### config.mk
export PLATFORM = sky130hd
export DESIGN_NAME = truth_sweep_ctrl
export DESIGN_NICKNAME = d
export VERILOG_FILES = /design/src/rtl/truth_sweep_ctrl.sv
export SDC_FILE = /design/constraint.sdc
export NUM_CORES = 1
export LEC_CHECK = 0
export CAP_MARGIN = 20
export CORE_ASPECT_RATIO = 0.8
export CORE_MARGIN = 2
export CORE_UTILIZATION = 52
export CTS_CLUSTER_DIAMETER = 30
export CTS_CLUSTER_SIZE = 24
export DETAILED_ROUTE_END_ITERATION = 12
export GPL_ROUTABILITY_DRIVEN = 0
export PLACE_DENSITY_LB_ADDON = 0.12
export SYNTH_ARGS = -nofsm -noshare
export SYNTH_HDL_FRONTEND = slang
export SYNTH_SLANG_ARGS = --single-unit
### constraint.sdc
create_clock -name clk_i -period 2.5 [get_ports clk_i]
set_clock_uncertainty 0.15 [all_clocks]
set_input_delay 0.375 -clock clk_i [delete_from_list [all_inputs] [get_ports clk_i]]
set_output_delay 0.375 -clock clk_i [all_outputs]
set_load 0.01 [all_outputs]
### src/rtl/truth_sweep_ctrl.sv
// truth_sweep_ctrl: sweeps one of five fixed 3-input functions over minterms 0..7,
// captures its truth table and checks it against that function's expected minterm mask.
module truth_sweep_ctrl #(
  parameter int unsigned SETTLE = 1  // settle cycles per minterm, 0..15
) (
  input  logic       clk_i,
  input  logic       rst_i,
  input  logic       start_i,
  input  logic [2:0] sel_i,
  output logic       x_o,
  output logic       y_o,
  output logic       z_o,
  output logic       r_dbg_o,
  output logic       busy_o,
  output logic       done_o,
  output logic [7:0] table_o,
  output logic [7:0] mism_o,
  output logic       pass_o,
  output logic       err_o
);
  localparam int unsigned IDX_W  = 3;
  localparam int unsigned CNT_W  = 4;
  localparam int unsigned TBL_W  = 8;
  localparam int unsigned NUM_FN = 5;

  typedef enum logic [1:0] {IDLE, SWEEP, DONE} state_e;

  // Fixed function bank, evaluated at minterm m = {x,y,z}.
  function automatic logic fn_eval(input logic [IDX_W-1:0] s, input logic [IDX_W-1:0] m);
    logic x, y, z, r;
    {x, y, z} = m;
    case (s)
      3'd0:    r = (x & y) | (~x & ~y & z);
      3'd1:    r = ~z & (x | y);
      3'd2:    r = y ^ z;
      3'd3:    r = (x & ~y) | (~x & (y ^ z));
      3'd4:    r = (x & y) | (~x & ~(y ^ z));
      default: r = 1'b0;
    endcase
    return r;
  endfunction

  function automatic logic [TBL_W-1:0] fn_mask(input logic [IDX_W-1:0] s);
    logic [TBL_W-1:0] m;
    case (s)
      3'd0:    m = 8'hC2;
      3'd1:    m = 8'h54;
      3'd2:    m = 8'h66;
      3'd3:    m = 8'h36;
      3'd4:    m = 8'hC9;
      default: m = 8'h00;
    endcase
    return m;
  endfunction

  state_e           state_q, state_d;
  logic [IDX_W-1:0] idx_q, idx_d;
  logic [CNT_W-1:0] cnt_q, cnt_d;
  logic [IDX_W-1:0] sel_q, sel_d;
  logic [TBL_W-1:0] table_q, table_d;
  logic [TBL_W-1:0] mism_q, mism_d;
  logic             pass_q, pass_d;
  logic             err_q, err_d;
  logic             busy_q, busy_d;
  logic             done_q, done_d;

  logic             r_c;
  logic [TBL_W-1:0] mask_c;

  // Bank is driven by the latched select so mid-sweep sel changes are harmless.
  assign r_c    = fn_eval(sel_q, idx_q);
  assign mask_c = fn_mask(sel_q);

  always_ff @(posedge clk_i) begin
    if (rst_i) begin
      state_q <= IDLE;
      idx_q   <= '0;
      cnt_q   <= '0;
      sel_q   <= '0;
      table_q <= '0;
      mism_q  <= '0;
      pass_q  <= 1'b0;
      err_q   <= 1'b0;
      busy_q  <= 1'b0;
      done_q  <= 1'b0;
    end else begin
      state_q <= state_d;
      idx_q   <= idx_d;
      cnt_q   <= cnt_d;
      sel_q   <= sel_d;
      table_q <= table_d;
      mism_q  <= mism_d;
      pass_q  <= pass_d;
      err_q   <= err_d;
      busy_q  <= busy_d;
      done_q  <= done_d;
    end
  end

  always_comb begin
    state_d = state_q;
    idx_d   = idx_q;
    cnt_d   = cnt_q;
    sel_d   = sel_q;
    table_d = table_q;
    mism_d  = mism_q;
    pass_d  = pass_q;
    err_d   = err_q;
    busy_d  = 1'b0;
    done_d  = 1'b0;
    case (state_q)
      IDLE: begin
        if (start_i) begin
          table_d = '0;
          mism_d  = '0;
          pass_d  = 1'b0;
          if (sel_i < IDX_W'(NUM_FN)) begin
            state_d = SWEEP;
            sel_d   = sel_i;
            idx_d   = '0;
            cnt_d   = '0;
            err_d   = 1'b0;
            busy_d  = 1'b1;
          end else begin
            state_d = DONE;
            err_d   = 1'b1;
            done_d  = 1'b1;
          end
        end
      end
      SWEEP: begin
        busy_d = 1'b1;
        if (cnt_q != CNT_W'(SETTLE)) begin
          cnt_d = cnt_q + CNT_W'(1);
        end else begin
          table_d[idx_q] = r_c;
          cnt_d          = '0;
          if (idx_q == IDX_W'(7)) begin
            state_d = DONE;
            busy_d  = 1'b0;
            done_d  = 1'b1;
            mism_d  = table_d ^ mask_c;
            pass_d  = (table_d == mask_c);
          end else begin
            idx_d = idx_q + IDX_W'(1);
          end
        end
      end
      DONE:    state_d = IDLE;
      default: state_d = IDLE;
    endcase
  end

  assign {x_o, y_o, z_o} = idx_q;
  assign r_dbg_o = r_c;
  assign busy_o  = busy_q;
  assign done_o  = done_q;
  assign table_o = table_q;
  assign mism_o  = mism_q;
  assign pass_o  = pass_q;
  assign err_o   = err_q;

endmodule

; Word-level counts from Yosys, hierarchy flattened
; Cells that the tools add are included.
[totals]
register_bits = 32
input_bits = 6
[classes]
addsub = 2
n_reduce_logical = 11
bitwise_logic = 17
eq_ne = 13
muxes = 39
n_lt_le_gt_ge = 3
[ops]
columns = op, count
row1 = case mux 8 bit (5 select lines), 1
row2 = two-way mux 8 bit, 4
row3 = case mux 8 bit (2 select lines), 2
row4 = two-way mux 1 bit, 12
row5 = two-way mux 3 bit, 4
row6 = two-way mux 4 bit, 3
row7 = AND reduction 3 bit, 4
row8 = "!= test 2 bit, second input constant", 5
row9 = bitwise mux 8 bit, 1
row10 = == test 8 bit, 1
row11 = two-way mux 2 bit, 4
row12 = case mux 4 bit (2 select lines), 1
row13 = bitwise XOR 8 bit, 1
row14 = AND 1 bit, 7
row15 = "== test 3 x 2 -> 1 bit, second input constant", 2
row16 = "== test 3 bit, second input constant", 2
row17 = case mux 1 bit (2 select lines), 3
row18 = case mux 3 bit (2 select lines), 1
row19 = case mux 1 bit (5 select lines), 1
row20 = AND reduction 5 bit, 1
row21 = "adder 4 x 1 -> 4 bit, second input constant", 1
row22 = "< comparator 3 x 4 -> 1 bit, second input constant", 1
row23 = "!= test 4 x 1 -> 1 bit, second input constant", 1
row24 = NOT 1 bit, 4
row25 = other kinds (15), 18

; Depth between registers and ports, before layout
[logic_depth]
ltp_word = 10
ltp_mapped = 9
ltp_nobuf = 8

; Worst setup path before layout
; OpenSTA, ideal clock, no wires.
[synth_timing]
kind = flip-flop to flip-flop
start = register idx_q[1]
end = register table_q[2], in the netlist table_o[2]
stages_incl_launch_ff = 9
arrival_ns = 2.021
setup_ns = 0.065
setup_slack_ns = 0.264
n_path_buf = 1
synth_period_minus_slack_ns = 2.236
path_cell_list = dfxtp_1 > ha_1 > a21boi_1 > a221oi_2 > o31ai_1 > nor2b_1 > buf_2 > a22oi_1 > nor2_1
[synth_via]
elab_chain_cells = 8
[synth_rtl]
columns = element, line_no
row1 = from (decl), 57  ; logic [IDX_W-1:0] idx_q, idx_d;
row2 = from (signal assigned), 88  ; idx_q <= idx_d;
row3 = bitwise XOR 1 bit or NOT 1 bit (tied branches), -
row4 = NOT 1 bit or AND 1 bit (tied branches), "37, 33"
row5 = AND 1 bit (on tied branches), "37, 33"
row6 = bitwise OR 1 bit (on tied branches), "37, 33"
row7 = case mux 1 bit (5 select lines) *, 32  ; case (s)
row8 = net r_dbg_o, 13  ; output logic r_dbg_o,
row9 = bitwise mux 8 bit *, 136  ; table_d[idx_q] = r_c;
row10 = two-way mux 8 bit *, 133  ; if (cnt_q != CNT_W'(SETTLE)) begin
row11 = case mux 8 bit (2 select lines) *, 111  ; case (state_q)
row12 = to (signal assigned), 91  ; table_q <= table_d;
row13 = to (decl), 60  ; logic [TBL_W-1:0] table_q, table_d;
; Mark *: on every way through the listed nets, which the timed path passes. The rest lies on a longest branch. The select of a mux whose other input is x is not followed.
; A chain may end at the register's enable or synchronous reset.

; Worst setup path after layout
[layout_timing]
start = register idx_q[0]
end = output r_dbg_o
[layout_via]
elab_chain_cells = 5
[layout_rtl]
columns = element, line_no
row1 = bitwise XOR 1 bit, "35, 36, 37"
row2 = NOT 1 bit, 37  ; 3'd4: r = (x & y) | (~x & ~(y ^ z));
row3 = AND 1 bit, 37
row4 = bitwise OR 1 bit, 37
row5 = case mux 1 bit (5 select lines) *, 32
row6 = to (decl), 13
; Every way passes the cells marked *; elsewhere a longest branch is shown, timed or not.

==> reports/qor.csv <==
stage,metric,value,unit
sta,worstMarginPinSlew,447,ps
power_and_ir_drop,swShare,0.266,
power_and_ir_drop,p_int,0.838,mW
sta,setup_tns,0,ps
hold_path,hold_path.class,reg2reg,
yosys,synth_top_area_share,0.360,
cts,tritoncts.num_buffers,5,
yosys,synth_area_leaders,"dfxtp_1 36%, nor2_1 6.5%, a22oi_1 6.3%, a21oi_1 4.8%, nand2_1 3.2%",
worst_setup_path,cpMaxStageDelayCell,dfxtp_1,
floorplanning,dieArea,3910,um^2
cts,clk_pin_slew,60,ps
floorplanning,die_h,56.3,um
worst_setup_path,max_stage_delay,370,ps
yosys,syn_avg_cell_area,8.09,um^2
drt,drc,0,
floorplanning,fp.dieW,69.4,um
placement,dp_slack,101,ps
layout,finalInstanceArea,2290,um^2
grt,antenna_found_initial,0,
cts,clock_sinks,32,
yosys,syn_nets,230,
floorplanning,start_util,0.560,
worst_setup_path,critPathLaunchType,flop,
grt,grt_max_degree,17,
worst_setup_path,cp_max_fo,4,
placement,dpl.hpwl,2.97,mm
worst_setup_path,cp_top_family,compound AO/OA/AOI/OAI gates,
worst_setup_path,cp_cell_sequence,ha_4 > a21boi_2 > a221oi_2 > o31ai_1 > buf_4 > dlygate4sd2_1,
outcome,status,"finished, final reports clean",
worst_setup_path,worst-path-buf-inv,2,
drt,antenna_violating_nets_post_route,0,
layout,drive_gt1_frac,0.131,
drt,viasPerCell,5.74,
power_and_ir_drop,p_sw,0.304,mW
power_and_ir_drop,p_per_area,500,nW/um^2
sta,slew_violations,0,
worst_setup_path,required,1980,ps
layout,layout.nets,268,
floorplanning,core,3180,um^2
drt,post_drt_wl_per_cell,13.8,um
sta,period_share,0.957,
placement,portBuffers,29,
yosys,synth_seq_cells,32,
sta,max_slew_margin,0.702,
floorplanning,rows,18,
cts,post-cts-setup-buffers,0,
sta,fmax,418,MHz
grt,grt_pass1_vias,1467,
grt,grt_pass1_wl,6.91,mm
cts,cts_buffer_depth,2,
layout,syn_to_final_growth,28.5,%
drt,totalWireLength,4.11,mm
yosys,yosysSeqAreaShare,0.360,
sta,setup_viol,0,
cts,cts_root_buf,clkbuf_8,
cts,htree_levels,2,
layout,fillers,256,
drt,drt_pre_antenna_iters,5,
grt,grt_util_all_layers,0.220,
sta,fin_crit,2390,ps
power_and_ir_drop,finalPower,1.14,mW
layout,n_antenna_cell,0,
cts,clock_latency,270,ps
power_and_ir_drop,ir_drop,0.000347,V
yosys,ys_types,49,
yosys,yosysTopAreaCell,dfxtp_1,
worst_setup_path,timing_worst_setup_path_type,reg2out,
drt,first_iter_violations,65,
yosys,netlist_instances,220,
cts,cts_tree,built,
worst_setup_path,rrSetupSlack,260,ps
sta,worst_slack,107,ps
layout,multiInputGateArea,1090,um^2
power_and_ir_drop,pwr-share-clk,0.350,
power_and_ir_drop,p_leak,0.856,nW
floorplanning,ios,30,
sta,finalHoldViolCount,0,
yosys,syn_area,1780,um^2
grt,overflow,0,
flow_run,cap_violations,0,
power_and_ir_drop,seq_power_share,0.476,
layout,ff_latch_area,642,um^2
worst_setup_path,arrival,1870,ps
placement,placed_cell_area,2170,um^2
yosys,ys_warn_count,0,
drt,dr_total_vias,1716,
power_and_ir_drop,combPwrFrac,0.173,
sta,rsz0062_at_grt,no,
worst_setup_path,endpoint_kind,primary output,
==> state kept, by name, summed over array words and instances (netlist names) <==
signal	flops
sel_q	3
idx_q	3
done_o	1
cnt_q	4
state_q	2
err_o	1
pass_o	1
busy_o	1
mism_o	8
table_o	8
==> what timing repair did <==
action | 4_1_cts | 5_1_grt
hold buffers | 0 | 0
pin swaps | 1 | 1
setup endpoints to repair | 1 | 9
resized for setup | 4 | 3
==> worst paths after layout <==
check,depth (start not counted),startpoint,end
setup / recovery,6,idx_q[0]$_SDFFE_PP0P_,r_dbg_o
hold / removal,2,err_o$_SDFFE_PP0P_,err_o$_SDFFE_PP0P_
setup reg to reg,7,idx_q[1]$_SDFFE_PP0P_,pass_o$_SDFFE_PP0P_
hold reg to reg,2,err_o$_SDFFE_PP0P_,err_o$_SDFFE_PP0P_
==> per-stage QoR <==
step	util	hold WS (ps)	std cells
6_report	0.720	303	299
4_1_cts	0.717	307	299
2_1_floorplan	-	331	220
5_1_grt	0.720	346	299
3_3_place_gp	0.683	291	291
3_5_place_dp	0.683	301	291
==> worst register-to-register path, cell delays in order (launching register included) <==
cell	delay (ps)
dfxtp_2	340
ha_4	290
a21boi_2	200
a221oi_2	90
nor3_1	290
a211oi_1	180
or3_1	390
o31ai_2	230
==> power groups by stage <==
| stage | Sequential (mW) | Clock (mW) | Combinational (mW) |
|---|---|---|---|
| after global routing | 0.546 | 0.434 | 0.220 |
| after floorplan | 0.548 | 0 | 0.134 |
| final | 0.544 | 0.400 | 0.198 |
| after CTS | 0.543 | 0.413 | 0.196 |
| after detailed placement | 0.554 | 0 | 0.196 |
| after global placement | 0.553 | 0 | 0.194 |
==> placed cells by master (no fill, tap or decap), types with 2 or more instances in the layout <==
| cell type | instances |
|---|---|
| clkdlybuf4s50_1 | 28 |
| nor3_1 | 3 |
| clkbuf_8 | 6 |
| a31oi_1 | 2 |
| o21ai_0 | 11 |
| xnor2_1 | 4 |
| a22oi_1 | 15 |
| nand2_1 | 15 |
| o22ai_1 | 4 |
| and3_1 | 2 |
| nor3b_2 | 4 |
| nor2_1 | 31 |
| nor2b_1 | 3 |
| nand3b_1 | 2 |
| or3_1 | 2 |
| ha_1 | 3 |
| nand2b_1 | 6 |
| clkbuf_1 | 2 |
| nand3_1 | 8 |
| a211oi_1 | 5 |
| dfxtp_1 | 31 |
| buf_4 | 13 |
| a21o_1 | 2 |
| nor3b_1 | 2 |
| and3b_1 | 2 |
| inv_1 | 5 |
| xor2_1 | 4 |
| a21oi_1 | 17 |
| mux2i_1 | 2 |
==> cell families after synthesis <==
group | Yosys count | synth area share
flip-flops | 32 | 0.360
AND/OR/NAND/NOR | 90 | 0.267
multiplexers | 2 | 0.0113
buffers and inverters | 17 | 0.0422
AO/OA/AOI/OAI | 67 | 0.252
XOR/XNOR | 8 | 0.0394
adder cells (fa/ha/maj) | 4 | 0.0281
==> layer usage <==
metal	global-route usage	vias to the layer above	routed length [um]
li1	-	874	-
met1	0.319	790	2120
met2	0.321	46	1740
met3	0.0503	6	200
met4	0.0756	0	51
met5	0	-	0
==> cell type report <==
cell class | count | share of cell area
tap | 40 | 0.0219
sequential | 32 | 0.281
inverter | 5 | 0.00821
multi-input combinational | 171 | 0.476
clock buffer | 8 | 0.0394
timing repair buffer | 43 | 0.174
==> cells in the mapped netlist, drive strengths merged <==
library cell  instances
a221oi                1
xor2                  4
a21oi                17
dfxtp                32
a21boi                1
or2b                  1
a211oi                5
nand3b                2
nand4                 1
or2                   1
or3                   2
o22ai                 4
o311a                 1
and3                  2
nor2b                 4
ha                    4
o311ai                1
inv                   5
o21bai                1
nand2b                6
a31oi                 2
a2bb2oi               1
a22oi                15
nor3b                 6
xnor2                 4
and2                  1
nor4                  1
and4b                 1
buf                   8
nand2                15
nand3                 8
a311oi                1
clkbuf                4
o21a                  1
o31ai                 2
a21o                  2
o21ai                12
and2b                 1
and3b                 2
nor3                  4
nor2                 32
mux2i                 2
Power figures use the tool's default switching activity.
